## src/rtl/bnn_param_loader_if.sv

```systemverilog
// Host-side bundle for the BNN parameter loader: load control, the byte
// stream handshake, the serial chain drive/loopback and the readback port.
interface bnn_param_loader_if;
  logic       start;
  logic       abort;
  logic [7:0] byte_in;
  logic       byte_valid;
  logic       byte_ready;
  logic       setup;
  logic       param_out;
  logic       param_loopback;
  logic       busy;
  logic       done;
  logic [7:0] readback_byte;
  logic       readback_valid;

  modport master (
    output start, abort, byte_in, byte_valid, param_loopback,
    input  byte_ready, setup, param_out, busy, done, readback_byte, readback_valid
  );

  modport slave (
    input  start, abort, byte_in, byte_valid, param_loopback,
    output byte_ready, setup, param_out, busy, done, readback_byte, readback_valid
  );
endinterface

```

## src/rtl/bnn_param_loader.sv

```systemverilog
// Feeds the BNN serial parameter chain: accepts bytes over valid/ready,
// shifts them MSB-first onto param_out with setup high only on cycles that
// carry a real bit, and pulses done after PARAM_BITS bits.
// Optional chain readback is compiled in with BNN_LOADER_READBACK_EN.
//
// state     | meaning
// ----------+----------------------------------------------------
// IDLE      | no load active, waiting for start
// WAIT_BYTE | byte_ready high, waiting for the next parameter byte
// SHIFT     | presenting one bit per cycle with setup high
// DONE      | load complete, done pulse visible this cycle
module bnn_param_loader #(
  parameter int PARAM_BITS = 208
) (
  input logic               clk,
  input logic               reset,
  bnn_param_loader_if.slave bus
);
  localparam int CNT_W = $clog2(PARAM_BITS + 1);
  localparam logic [CNT_W-1:0] BITS_MAX = CNT_W'(PARAM_BITS);

  typedef enum logic [1:0] {IDLE, WAIT_BYTE, SHIFT, DONE} state_t;

  state_t           state;
  logic [CNT_W-1:0] bits_sent;
  logic [7:0]       shreg;
  logic [2:0]       rem;       // bits still to present after the current one
  logic [31:0]      bits_left;
  logic [2:0]       first_rem;

  // Bits of the incoming byte that are still needed; a final partial byte
  // only shifts its top bits, the rest are dropped.
  always_comb begin
    bits_left = 32'(PARAM_BITS) - 32'(bits_sent);
    first_rem = (bits_left >= 32'd8) ? 3'd7 : 3'(bits_left - 32'd1);
  end

  // Load sequencer; all host-visible outputs are registered here.
  always_ff @(posedge clk or posedge reset) begin
    if (reset) begin
      state          <= IDLE;
      bits_sent      <= '0;
      shreg          <= '0;
      rem            <= '0;
      bus.byte_ready <= 1'b0;
      bus.setup      <= 1'b0;
      bus.param_out  <= 1'b0;
      bus.busy       <= 1'b0;
      bus.done       <= 1'b0;
    end else begin
      bus.done <= 1'b0;
      if (state != IDLE && bus.abort) begin
        // Chain is left partially loaded; host must reload.
        state          <= IDLE;
        bus.byte_ready <= 1'b0;
        bus.setup      <= 1'b0;
        bus.param_out  <= 1'b0;
        bus.busy       <= 1'b0;
      end else begin
        case (state)
          IDLE: begin
            if (bus.start && !bus.abort) begin
              state          <= WAIT_BYTE;
              bits_sent      <= '0;
              bus.busy       <= 1'b1;
              bus.byte_ready <= 1'b1;
            end
          end
          WAIT_BYTE: begin
            if (bus.byte_valid && bus.byte_ready) begin
              state          <= SHIFT;
              bus.byte_ready <= 1'b0;
              bus.setup      <= 1'b1;
              bus.param_out  <= bus.byte_in[7];
              shreg          <= {bus.byte_in[6:0], 1'b0};
              bits_sent      <= bits_sent + 1'b1;
              rem            <= first_rem;
            end
          end
          SHIFT: begin
            if (rem != 3'd0) begin
              bus.param_out <= shreg[7];
              shreg         <= {shreg[6:0], 1'b0};
              bits_sent     <= bits_sent + 1'b1;
              rem           <= rem - 3'd1;
            end else begin
              bus.setup     <= 1'b0;
              bus.param_out <= 1'b0;
              if (bits_sent == BITS_MAX) begin
                state    <= DONE;
                bus.done <= 1'b1;
              end else begin
                state          <= WAIT_BYTE;
                bus.byte_ready <= 1'b1;
              end
            end
          end
          DONE: begin
            state    <= IDLE;
            bus.busy <= 1'b0;
          end
          default: state <= IDLE;
        endcase
      end
    end
  end

`ifdef BNN_LOADER_READBACK_EN
  logic [7:0] cap;
  logic [2:0] cap_idx;
  logic [7:0] cap_next;

  // Place the loopback bit at its MSB-first slot so partial bytes end up
  // left-aligned with zero low bits.
  always_comb begin
    cap_next = cap;
    cap_next[3'd7 - cap_idx] = bus.param_loopback;
  end

  // Capture the chain tail on every shifting cycle and publish per byte.
  always_ff @(posedge clk or posedge reset) begin
    if (reset) begin
      cap                <= '0;
      cap_idx            <= '0;
      bus.readback_byte  <= '0;
      bus.readback_valid <= 1'b0;
    end else begin
      bus.readback_valid <= 1'b0;
      if (state == SHIFT && !bus.abort) begin
        if (rem == 3'd0) begin
          bus.readback_byte  <= cap_next;
          bus.readback_valid <= 1'b1;
          cap                <= '0;
          cap_idx            <= '0;
        end else begin
          cap     <= cap_next;
          cap_idx <= cap_idx + 3'd1;
        end
      end else if (state != SHIFT) begin
        cap     <= '0;
        cap_idx <= '0;
      end
    end
  end
`else
  // Readback not built: port held at zero.
  assign bus.readback_byte  = '0;
  assign bus.readback_valid = 1'b0;
`endif
endmodule

```

## src/flat_wrapper.sv

```systemverilog
// flat-port wrapper written by rule: the top's interface ports become plain ports
module bnn_param_loader_flat 
#(
  parameter int PARAM_BITS = 208
)
  (clk, reset, bus_start, bus_abort, bus_byte_in, bus_byte_valid, bus_param_loopback, bus_byte_ready, bus_setup, bus_param_out, bus_busy, bus_done, bus_readback_byte, bus_readback_valid);
  bnn_param_loader_if bus_i ();
  input logic clk;
  input logic reset;
  input wire logic [$bits(bus_i.start)-1:0] bus_start;
  input wire logic [$bits(bus_i.abort)-1:0] bus_abort;
  input wire logic [$bits(bus_i.byte_in)-1:0] bus_byte_in;
  input wire logic [$bits(bus_i.byte_valid)-1:0] bus_byte_valid;
  input wire logic [$bits(bus_i.param_loopback)-1:0] bus_param_loopback;
  output wire logic [$bits(bus_i.byte_ready)-1:0] bus_byte_ready;
  output wire logic [$bits(bus_i.setup)-1:0] bus_setup;
  output wire logic [$bits(bus_i.param_out)-1:0] bus_param_out;
  output wire logic [$bits(bus_i.busy)-1:0] bus_busy;
  output wire logic [$bits(bus_i.done)-1:0] bus_done;
  output wire logic [$bits(bus_i.readback_byte)-1:0] bus_readback_byte;
  output wire logic [$bits(bus_i.readback_valid)-1:0] bus_readback_valid;
  assign bus_i.start = bus_start;
  assign bus_i.abort = bus_abort;
  assign bus_i.byte_in = bus_byte_in;
  assign bus_i.byte_valid = bus_byte_valid;
  assign bus_i.param_loopback = bus_param_loopback;
  assign bus_byte_ready = bus_i.byte_ready;
  assign bus_setup = bus_i.setup;
  assign bus_param_out = bus_i.param_out;
  assign bus_busy = bus_i.busy;
  assign bus_done = bus_i.done;
  assign bus_readback_byte = bus_i.readback_byte;
  assign bus_readback_valid = bus_i.readback_valid;
  bnn_param_loader #(.PARAM_BITS(PARAM_BITS)) u_core (.clk(clk), .reset(reset), .bus(bus_i));
endmodule
```

## config.mk

```make
export PLATFORM = sky130hd
export DESIGN_NAME = bnn_param_loader_flat
export DESIGN_NICKNAME = d
export VERILOG_FILES = /design/src/rtl/bnn_param_loader_if.sv /design/src/rtl/bnn_param_loader.sv /design/src/flat_wrapper.sv
export SDC_FILE = /design/constraint.sdc
export NUM_CORES = 1
export LEC_CHECK = 0
export CAP_MARGIN = 20
export CELL_PAD_IN_SITES_DETAIL_PLACEMENT = 2
export CELL_PAD_IN_SITES_GLOBAL_PLACEMENT = 2
export CORE_MARGIN = 2
export CORE_UTILIZATION = 33
export CTS_BUF_LIST = sky130_fd_sc_hd__clkbuf_4 sky130_fd_sc_hd__clkbuf_8
export DETAILED_ROUTE_END_ITERATION = 10
export GPL_TIMING_DRIVEN = 0
export PLACE_DENSITY = 0.79
export RECOVER_POWER = 25
export SETUP_SLACK_MARGIN = 0.5
export SLEW_MARGIN = 25
export SYNTH_ARGS = -nofsm -noshare
export SYNTH_HDL_FRONTEND = slang
export SYNTH_SLANG_ARGS = --single-unit
```

## constraint.sdc

```tcl
create_clock -name clk -period 2.6 [get_ports clk]
set_input_delay 0.39 -clock clk [delete_from_list [all_inputs] [get_ports clk]]
set_output_delay 0.39 -clock clk [all_outputs]
set_load 0.05 [all_outputs]
```

Word level (Yosys, flattened, before mapping)
Cells that the tools add are included.
{ "word_totals": {"regBits": 26, "output_inout_bits": 14} }
{ "classes": {"add_sub_neg": 4, "order_cmp": 1, "n_eq_ne": 11, "mux": 37, "bitwise_logic": 1, "n_reduce_logical": 19} }
{ "op_table": {"columns": ["op", "n"], "rows": [
  ["2-to-1 mux 8 bit", 5],
  ["greater-or-equal comparator 32 x 4 -> 1 bit, second input constant", 1],
  ["case mux 8 bit (3 select lines)", 1],
  ["2-to-1 mux 1 bit", 16],
  ["case mux 8 bit (2 select lines)", 1],
  ["nonzero test 3 bit", 4],
  ["2-to-1 mux 2 bit", 5],
  ["AND reduction 5 bit", 2],
  ["2-to-1 mux 3 bit", 3],
  ["subtractor 8 x 8 -> 9 bit, first input constant", 1],
  ["adder 8 x 1 -> 8 bit, second input constant", 1],
  ["== test 8 bit, second input constant", 1],
  ["case mux 2 bit (4 select lines)", 1],
  ["!= test 2 x 1 -> 1 bit, second input constant", 3],
  ["!= test 3 x 1 -> 1 bit, second input constant", 2],
  ["!= test 3 x 2 -> 1 bit, second input constant", 2],
  ["case mux 1 bit (2 select lines)", 3],
  ["case mux 3 bit (2 select lines)", 1],
  ["AND reduction 3 bit", 2],
  ["subtractor 3 x 1 -> 3 bit, second input constant", 2],
  ["== test 2 bit, second input constant", 2],
  ["AND reduction 2 bit", 2],
  ["AND reduction 4 bit", 1],
  ["nonzero test 2 bit", 2],
  ["7 further kinds", 9]
]} }

Logic depth before layout (Yosys ltp)
Gate-level depths: netlist of the first run.
{ "logic_depth": {"word_depth": 5, "mapped_depth": 8, "ltp_nobuf": 7} }

Worst setup path before layout of the first run
No wires, ideal clock.
{ "synth_timing": {"path_type": "reg-to-reg", "startpoint": "register u_core.bits_sent[0]", "endpoint": "register u_core.bus.byte_ready", "setup_ps": 125, "t_arrival_ps": 1789, "required_time_ps": 2475, "path_slack_ps": 687, "stages_incl_launch_ff": 9, "n_path_buf": 1, "period_less_slack_ps": 1913, "path_cell_list": "dfrtp_1 clkbuf_1 inv_1 ha_1 and4bb_2 nand3_1 o211ai_1 a21oi_1 mux2_2"} }
{ "synth_between": {"elab_chain_len": 3} }
{ "synth_rtl": {"columns": ["element", "line", "text"], "rows": [
  ["start: declaration", "bnn_param_loader.sv:25", "logic [CNT_W-1:0] bits_sent;"],
  ["start signal: assignment", "bnn_param_loader.sv:76", "bits_sent <= bits_sent + 1'b1;"],
  ["start signal: assignment", "bnn_param_loader.sv:84", "bits_sent <= bits_sent + 1'b1;"],
  ["== test 8 bit", "bnn_param_loader.sv:89", "if (bits_sent == BITS_MAX) begin"],
  ["!= test 3 x 2 -> 1 bit (no line)", null, null],
  ["AND reduction 5 bit (no line)", null, null],
  ["end signal: assignment", "bnn_param_loader.sv:66", "bus.byte_ready <= 1'b1;"],
  ["end signal: assignment", "bnn_param_loader.sv:72", "bus.byte_ready <= 1'b0;"],
  ["end signal: assignment", "bnn_param_loader.sv:94", "bus.byte_ready <= 1'b1;"],
  ["end: declaration", "bnn_param_loader_if.sv:24", "output byte_ready, setup, param_out, busy, done, readback_byte, readback_valid"]
]} }
No other way between the ends.
A chain may end at the register's enable or synchronous reset.

Worst setup path in the final report of the first run
{ "layout_timing": {"startpoint": "register u_core.state[0]", "endpoint": "register u_core.bus.byte_ready"} }
{ "layout_between": {"elab_chain_len": 4} }
{ "layout_rtl": {"columns": ["element", "line", "text"], "rows": [
  ["start: declaration", "bnn_param_loader.sv:24", "state_t state;"],
  ["start signal: assignment", "bnn_param_loader.sv:41", "state <= IDLE;"],
  ["start signal: assignment", "bnn_param_loader.sv:54", "state <= IDLE;"],
  ["start signal: assignment", "bnn_param_loader.sv:63", "state <= WAIT_BYTE;"],
  ["nonzero test 2 bit", "bnn_param_loader.sv:52", "if (state != IDLE && bus.abort) begin"],
  ["logical AND 1 bit", "bnn_param_loader.sv:52", null],
  ["!= test 3 x 2 -> 1 bit (no line), or another cell as far along", null, null],
  ["AND reduction 5 bit (no line)", null, null],
  ["end signal: assignment", "bnn_param_loader.sv:55", "bus.byte_ready <= 1'b0;"],
  ["end signal: assignment", "bnn_param_loader.sv:66", null],
  ["end signal: assignment", "bnn_param_loader.sv:72", null]
]} }
Several ways; a longest one is shown, not always the timed one.

==> run_results.csv, run 1 <==
group,metric,value,unit
setup_path,crit_buf_inv,2,
sta,slew_headroom,0.318,
layout,synthToLayoutAreaGrowth,25.3,%
clock_tree,cts_tree,"yes",
die,die_x,74.1,um
yosys,synth_top_area_cell,"dfrtp_1",
sta,fin_crit_sh,0.757,
global_route,grt_max_degree,26,
clock_tree,cts_buffers,3,
yosys,synth_area,1620,um2
drt,drt_first_pass_iters,4,
yosys,yosys_warnings,0,
sta,drv_slew,0,
yosys,yosysSeqAreaShare,0.386,
setup_path,crit_path_max_fanout,10,
sta,finalSetupViolations,0,
clock_tree,holdBufCountCts,0,
setup_path,cp_slowest_cell,"dfrtp_2",
power_and_ir_drop,p_leak,0.000911,uW
power_and_ir_drop,max-vdd-ir-drop,0.000345,V
power_and_ir_drop,p_per_area,1110,nW/um2
yosys,syn-instance-count,181,
layout,instances_no_fill,282,
drt,wl,4490,um
setup_path,critPathCapture,"u_core.bus.byte_ready$_DFFE_PP0P_",
sta,setup_tns,0,ns
setup_path,slowest_delay,0.44,ns
die,initial_core_util,0.343,
sta,worstMarginPinSlew,1.02,ns
die,die_area,5490,um2
drt,drt-vias-per-instance,5.04,
sta,rsz0062_at_grt,"true",
setup_path,timing.rr.start,"u_core.state[0]$_DFFE_PP0P_",
sta,fin_skew,0.00198,ns
clock_tree,clkTransAtPathRegs,0.10,ns
drt,avgRoutedWirePerCell,15.9,um
yosys,synth.distinct_cells,48,
drt,routed-via-count,1422,
yosys,yosysMostFrequentCell,"dfrtp_1",
setup_path,cp.arrival,2.14,ns
yosys,synth.top_cell.area_share,0.386,
outcome,status,"complete, no violations",
setup_path,r2r_setup_slack,0.63,ns
sta,period_needed,1.97,ns
die,pin_count,28,
setup_path,crit_path_start,"u_core.state[0]$_DFFE_PP0P_",
drt,postRouteAntennaNets,0,
clock_tree,root_buffer,"clkbuf_8",
global_route,grt_first_pass_wirelength,7350,um
global_route,grt_pass1_vias,1558,
setup_path,crit_chain,"inv_2 > ha_1 > buf_4 > and4b_1 > nand3_1 > o211ai_1 > a21oi_1 > mux2_2",
yosys,synth_edf_count,0,
setup_path,r2r_cells,8,
yosys,synth_seq_cells,25,
placed_design,gp_congestion,0.805,
setup_path,path_depth,8,
global_route,antenna_found_initial,0,
die,die_y,74.1,um
yosys,syn_avg_cell_area,8.96,um2
sta,fmax,0.508,GHz
die,rows,25,
setup_path,crit_path_end_kind,"flop",
yosys,yosys_most_used_dff,"dfrtp_1",
layout,drive_gt1_frac,0.181,
yosys,async_flop_share,1.00,
setup_path,cp-start-kind,"flop",
die,design.core.area,4720,um2
global_route,grtUsageTotal,0.171,
layout,nets,240,
placed_design,portBuffers,17,
clock_tree,max-clock-path-buffers,2,
setup_path,crit_type,"flop to flop",
hold_path,min_path_cells,2,
hold_path,hold_class,"flop to flop",
yosys,yosys-top-cells-count,"dfrtp_1 (25), o21ai_0 (20), nand2_1 (19)",
clock_tree,cts_sinks,25,
setup_path,critPathTopFamily,"flip-flops",
placed_design,dpl.cell_count,273,
clock_tree,htree_levels,1,
global_route,grt_overflow,0,
yosys,netlist_top_cells_area,"dfrtp_1 (39%), ha_1 (7.7%), o21ai_0 (6.2%)",
setup_path,crit_required,2.77,ns
drt,drt-initial-drc-count,32,
layout,diodes,0,
layout,nFillCells,525,
setup_path,reg2reg_to,"u_core.bus.byte_ready$_DFFE_PP0P_",
run,drv_cap,0,
clock_tree,clk_latency,0.27,ns
placed_design,dp_hpwl,3350,um
drt,drc,0,
sta,hold_violations,0,
[metal layers]
metal / vias to the layer above / GRT usage / routed length [um] / share of wire
met5: - / 0 / 0 / 0
li1: 685 / - / - / -
met4: 0 / 0.0485 / 57 / 0.013
met1: 715 / 0.206 / 1920 / 0.43
met3: 6 / 0.0163 / 76 / 0.017
met2: 16 / 0.320 / 2440 / 0.54
[worst reg2reg max path, delay by kind of cell (launching register included)]
family | cells | cell delay, ns
AOI/OAI and AO/OA | 2 | 0.31
adders and majority gates | 1 | 0.21
buffers and inverters | 2 | 0.24
DFF | 1 | 0.44
muxes | 1 | 0.35
and+or+nand+nor | 2 | 0.32
[layout make-up]
class	count	area (um2)	area share
clock inverter	1	7.51	0.00369
sequential	25	628	0.309
multi-input combinational	135	888	0.437
tap	67	83.8	0.0413
timing repair buffer	22	220	0.108
clock buffer	3	41.3	0.0203
buffer	16	114	0.0560
inverter	13	48.8	0.0240
[report_power, final]
group	total [uW]	switching [uW]	internal (uW)
Combinational	1340	788	552
Clock	248	139	109
Sequential	671	126	545
[layout by cell type (no fill, tap or decap), drive strengths merged, types with 8 or more instances in the layout]
| master | count |
|---|---|
| nor2 | 9 |
| inv | 13 |
| ha | 10 |
| dfrtp | 25 |
| o21ai | 20 |
| nand3 | 8 |
| clkdlybuf4s50 | 16 |
| buf | 19 |
| conb | 9 |
| nand2 | 19 |
[registers in the layout (all words and copies together), names as in the netlist]
signal                 flops
u_core.rem                 3
u_core.bus.busy            1
u_core.bus.setup           1
u_core.bus.param_out       1
u_core.bus.byte_ready      1
u_core.shreg               7
u_core.state               2
u_core.bus.done            1
u_core.bits_sent           8
[worst min-delay path by stage]
| stage | start | end | slack (ns) |
|---|---|---|---|
| 2_1_floorplan | reset | u_core.bits_sent[0]$_DFFE_PP0P_ | 0.42 |
| 3_3_place_gp | u_core.shreg[6]$_DFFE_PP0P_ | u_core.shreg[6]$_DFFE_PP0P_ | 0.46 |
| 3_5_place_dp | u_core.shreg[7]$_DFFE_PP0P_ | u_core.shreg[7]$_DFFE_PP0P_ | 0.49 |
| 4_1_cts | u_core.shreg[7]$_DFFE_PP0P_ | u_core.shreg[7]$_DFFE_PP0P_ | 0.51 |
| 5_1_grt | u_core.rem[0]$_DFFE_PP0P_ | u_core.rem[0]$_DFFE_PP0P_ | 0.54 |
| 6_report | u_core.shreg[4]$_DFFE_PP0P_ | u_core.shreg[4]$_DFFE_PP0P_ | 0.51 |
[kinds of logic after synthesis]
kind of cell               count (synthesis)  synth area share
and+or+nand+nor                           58             0.189
AOI/OAI and AO/OA                         49             0.199
buffers and inverters                     29            0.0918
DFF                                       25             0.386
adders and majority gates                 10            0.0772
muxes                                      7            0.0440
xor gates and xnor gates                   2            0.0108
other                                      1           0.00231
[through the flow]
step	hold WS (ns)	instance area [um2]	setup slack [ns]	power, uW	util
6_report	0.511	2030	0.632	2260	0.430
4_1_cts	0.513	1970	0.503	2190	0.417
3_3_place_gp	0.462	1910	0.370	1820	0.403
5_1_grt	0.544	2030	0.480	2470	0.430
3_5_place_dp	0.489	1910	0.253	1910	0.403
2_1_floorplan	0.417	1650	0.687	1550	-
[repair_timing]
item,CTS,global route
endpoints found under the hold margin,0,0
pin swaps,0,1
resized for setup,5,12
setup endpoints to repair,14,18
buffers inserted,0,5
Note: power is estimated with default switching activity, not from simulation.
==> run 2: changes to the inputs <==
--- a/config.mk
+++ b/config.mk
@@ -9,11 +9,11 @@
 export CELL_PAD_IN_SITES_DETAIL_PLACEMENT = 2
 export CELL_PAD_IN_SITES_GLOBAL_PLACEMENT = 2
 export CORE_MARGIN = 2
-export CORE_UTILIZATION = 33
+export CORE_UTILIZATION = 30
 export CTS_BUF_LIST = sky130_fd_sc_hd__clkbuf_4 sky130_fd_sc_hd__clkbuf_8
 export DETAILED_ROUTE_END_ITERATION = 10
 export GPL_TIMING_DRIVEN = 0
-export PLACE_DENSITY = 0.79
+export PLACE_DENSITY = 0.75
 export RECOVER_POWER = 25
 export SETUP_SLACK_MARGIN = 0.5
 export SLEW_MARGIN = 25
==> constraint.sdc (replaced) <==
create_clock -name clk -period 1.7 [get_ports clk]
set_input_delay 0.255 -clock clk [delete_from_list [all_inputs] [get_ports clk]]
set_output_delay 0.255 -clock clk [all_outputs]
set_load 0.05 [all_outputs]
==> run 2 against run 1 <==
Net effect:
- via count is 14% higher
- core utilization up 8.0 points
- worst setup slack worse by 0.94 ns
- non-clock buffer count increased by 29
- combinational power increased to 2.7 times the previous value
- final cell count up 11%
- worst hold slack improved by 0.016 ns
- sequential share of layout area fell by 7.0 points
- critical path depth increased by 1
- global-route usage up 2.2 points
- sequential cell count unchanged
- the flow now finishes with violations (negative setup slack)
==> run_results.csv, run 2 (synthesis gave the netlist of run 1 again) <==
group,metric,value,unit
outcome,status,"finished, violations left",
outcome,violations,"negative setup slack",
drt,avgRoutedWirePerCell,21.8,um
sta,fin_crit_sh,1.18,
sta,fin_worst_hold_slack,0.527,ns
drt,wl_met1,2710,um
layout,final_common_cell,"buf_4",
setup_path,crit_path_start,"u_core.bits_sent[0]$_DFFE_PP0P_",
die,die_x,77.5,um
drt,wl,6840,um
layout,instances_no_fill,314,
sta,hold_violations,0,
global_route,grt_first_pass_wirelength,8890,um
drt,drt_first_pass_iters,5,
die,rows,26,
placed_design,dpl.cell_count,276,
layout,nets,269,
clock_tree,cts_tree,"yes",
setup_path,crit_required,1.88,ns
setup_path,timing.rr.start,"u_core.bits_sent[0]$_DFFE_PP0P_",
layout,drive_gt1_frac,0.471,
layout,postLayoutCellArea,2640,um2
setup_path,critPathCapture,"u_core.bus.byte_ready$_DFFE_PP0P_",
drt,routed-via-count,1618,
sta,finalSetupViolations,20,
drt,dr_wl_met2,3800,um
power_and_ir_drop,p_per_area,1910,nW/um2
die,design.core.area,5170,um2
clock_tree,max-clock-path-buffers,2,
placed_design,place_area,2030,um2
die,initial_core_util,0.313,
layout,nFillCells,509,
clock_tree,clk_latency,0.29,ns
power_and_ir_drop,p_leak,0.00116,uW
sta,fin_skew,0.00771,ns
global_route,grt_overflow,0,
sta,period_needed,2.01,ns
global_route,grt_pass1_vias,1650,
sta,drv_slew,0,
drt,drt-vias-per-instance,5.15,
global_route,grt_max_degree,26,
drt,postRouteAntennaNets,0,
layout,final_core_util,0.510,
setup_path,crit_type,"flop to flop",
drt,wl_met3,131,um
global_route,antenna_found_initial,0,
layout,regMostFlops,"u_core.bits_sent",
die,die_area,6010,um2
sta,fmax,0.497,GHz
setup_path,r2r_cells,9,
clock_tree,root_buffer,"clkbuf_8",
layout,reg_top3,"u_core.bits_sent x8, u_core.shreg x7, u_core.rem x3",
sta,post-route-worst-setup-slack,-0.310,ns
placed_design,portBuffers,17,
die,die_y,77.5,um
clock_tree,cts_sinks,25,
setup_path,crit_chain,"buf_8 > inv_8 > ha_4 > and4bb_2 > buf_4 > nand3_2 > o211ai_1 > a21oi_2 > mux2_4",
setup_path,crit_path_end_kind,"flop",
die,pin_count,28,
drt,drc,0,
global_route,grtUsageTotal,0.192,
placed_design,dp_hpwl,3460,um
setup_path,r2r_setup_slack,-0.31,ns
setup_path,reg2reg_to,"u_core.bus.byte_ready$_DFFE_PP0P_",
setup_path,cp-start-kind,"flop",
placed_design,gp_congestion,0.795,
sta,worstMarginPinSlew,1.26,ns
placed_design,dp_slack,-0.368,ns
clock_tree,clkTransAtPathRegs,0.10,ns
layout,diodes,0,
clock_tree,holdBufCountCts,0,
layout,synthToLayoutAreaGrowth,62.8,%
clock_tree,htree_levels,1,
hold_path,hold_class,"flop to flop",
clock_tree,cts_buffers,3,
setup_path,cp_slowest_cell,"dfrtp_1",
setup_path,slowest_delay,0.41,ns
power_and_ir_drop,max-vdd-ir-drop,0.000842,V
sta,slew_headroom,0.153,
layout,final_cell_mix,"buf_4 (34), dfrtp_1 (21), nand2_1 (14)",
setup_path,crit_path_max_fanout,2,
run,drv_cap,0,
drt,top_layer,"met4",
drt,drt-initial-drc-count,52,
setup_path,cp.arrival,2.19,ns
layout,largest_reg_flops,8,
sta,rsz0062_at_grt,"true",
-- run 2: cell count changes in the layout (fill, tap and decap cells not counted), moves of 4 or more --
cell	before	now
buf_4	15	34
buf_6	1	12
ha_1	9	5
nand2_1	19	14
o21ai_0	20	9
clkdlybuf4s50_1	16	11
o21ai_1	0	7
ha_4	0	4
inv_1	12	7
-- run 2: per-stage QoR --
| step | TNS [ns] | power (uW) |
|---|---|---|
| detailed placement | -3.46 | 3300 |
| finish | -2.80 | 5050 |
| global route | -4.13 | 5350 |
| CTS | -1.08 | 4090 |
| floorplan | -0.0889 | 2670 |
| global placement | -2.45 | 3120 |
-- run 2: metal layers --
metal | track usage | vias to the layer above
met4 | 0.0536 | 0
met1 | 0.225 | 833
li1 | - | 745
met5 | 0 | -
met2 | 0.363 | 25
met3 | 0.0267 | 15
-- run 2: where the power goes --
group	total (uW)	leakage, uW	switching, uW	internal [uW]
Clock	395	0.0000217	228	167
Sequential	1080	0.000312	241	838
Combinational	3580	0.000828	1910	1670
-- run 2: worst min-delay path by stage --
stage,startpoint,endpoint,slack [ns],depth (start not counted)
floorplan,reset,u_core.bits_sent[0]$_DFFE_PP0P_,0.28,1
detailed placement,u_core.rem[1]$_DFFE_PP0P_,u_core.rem[1]$_DFFE_PP0P_,0.49,1
finish,u_core.shreg[4]$_DFFE_PP0P_,u_core.shreg[4]$_DFFE_PP0P_,0.53,2
CTS,reset,u_core.shreg[2]$_DFFE_PP0P_,0.41,2
global placement,u_core.shreg[6]$_DFFE_PP0P_,u_core.shreg[6]$_DFFE_PP0P_,0.46,2
global route,u_core.rem[1]$_DFFE_PP0P_,u_core.rem[1]$_DFFE_PP0P_,0.56,1
-- run 2: area by class of cell --
cell class / instances / area [um2] / area share
Multi-Input combinational cell: 135 / 1150 / 0.434
Sequential cell: 25 / 631 / 0.239
Timing Repair Buffer: 51 / 477 / 0.181
Buffer: 16 / 173 / 0.0654
Tap cell: 70 / 87.6 / 0.0332
Inverter: 13 / 77.6 / 0.0294
Clock buffer: 3 / 41.3 / 0.0156
Clock inverter: 1 / 7.51 / 0.00284
-- run 2: worst max-delay path: cells and delay by family (launching register included) --
family          cells  cell delay (ns)
compound gates      2             0.38
simple gates        2             0.34
fa+ha+maj           1             0.14
buf+inv             3             0.31
mux                 1             0.31
flops               1             0.41
-- run 2: repair_timing --
| action | in CTS | in global routing |
|---|---|---|
| pin swaps | 6 | 18 |
| endpoints found under the setup margin | 55 | 26 |
| cloned | 1 | 0 |
| gates resized for setup | 47 | 60 |
| setup buffers | 14 | 19 |
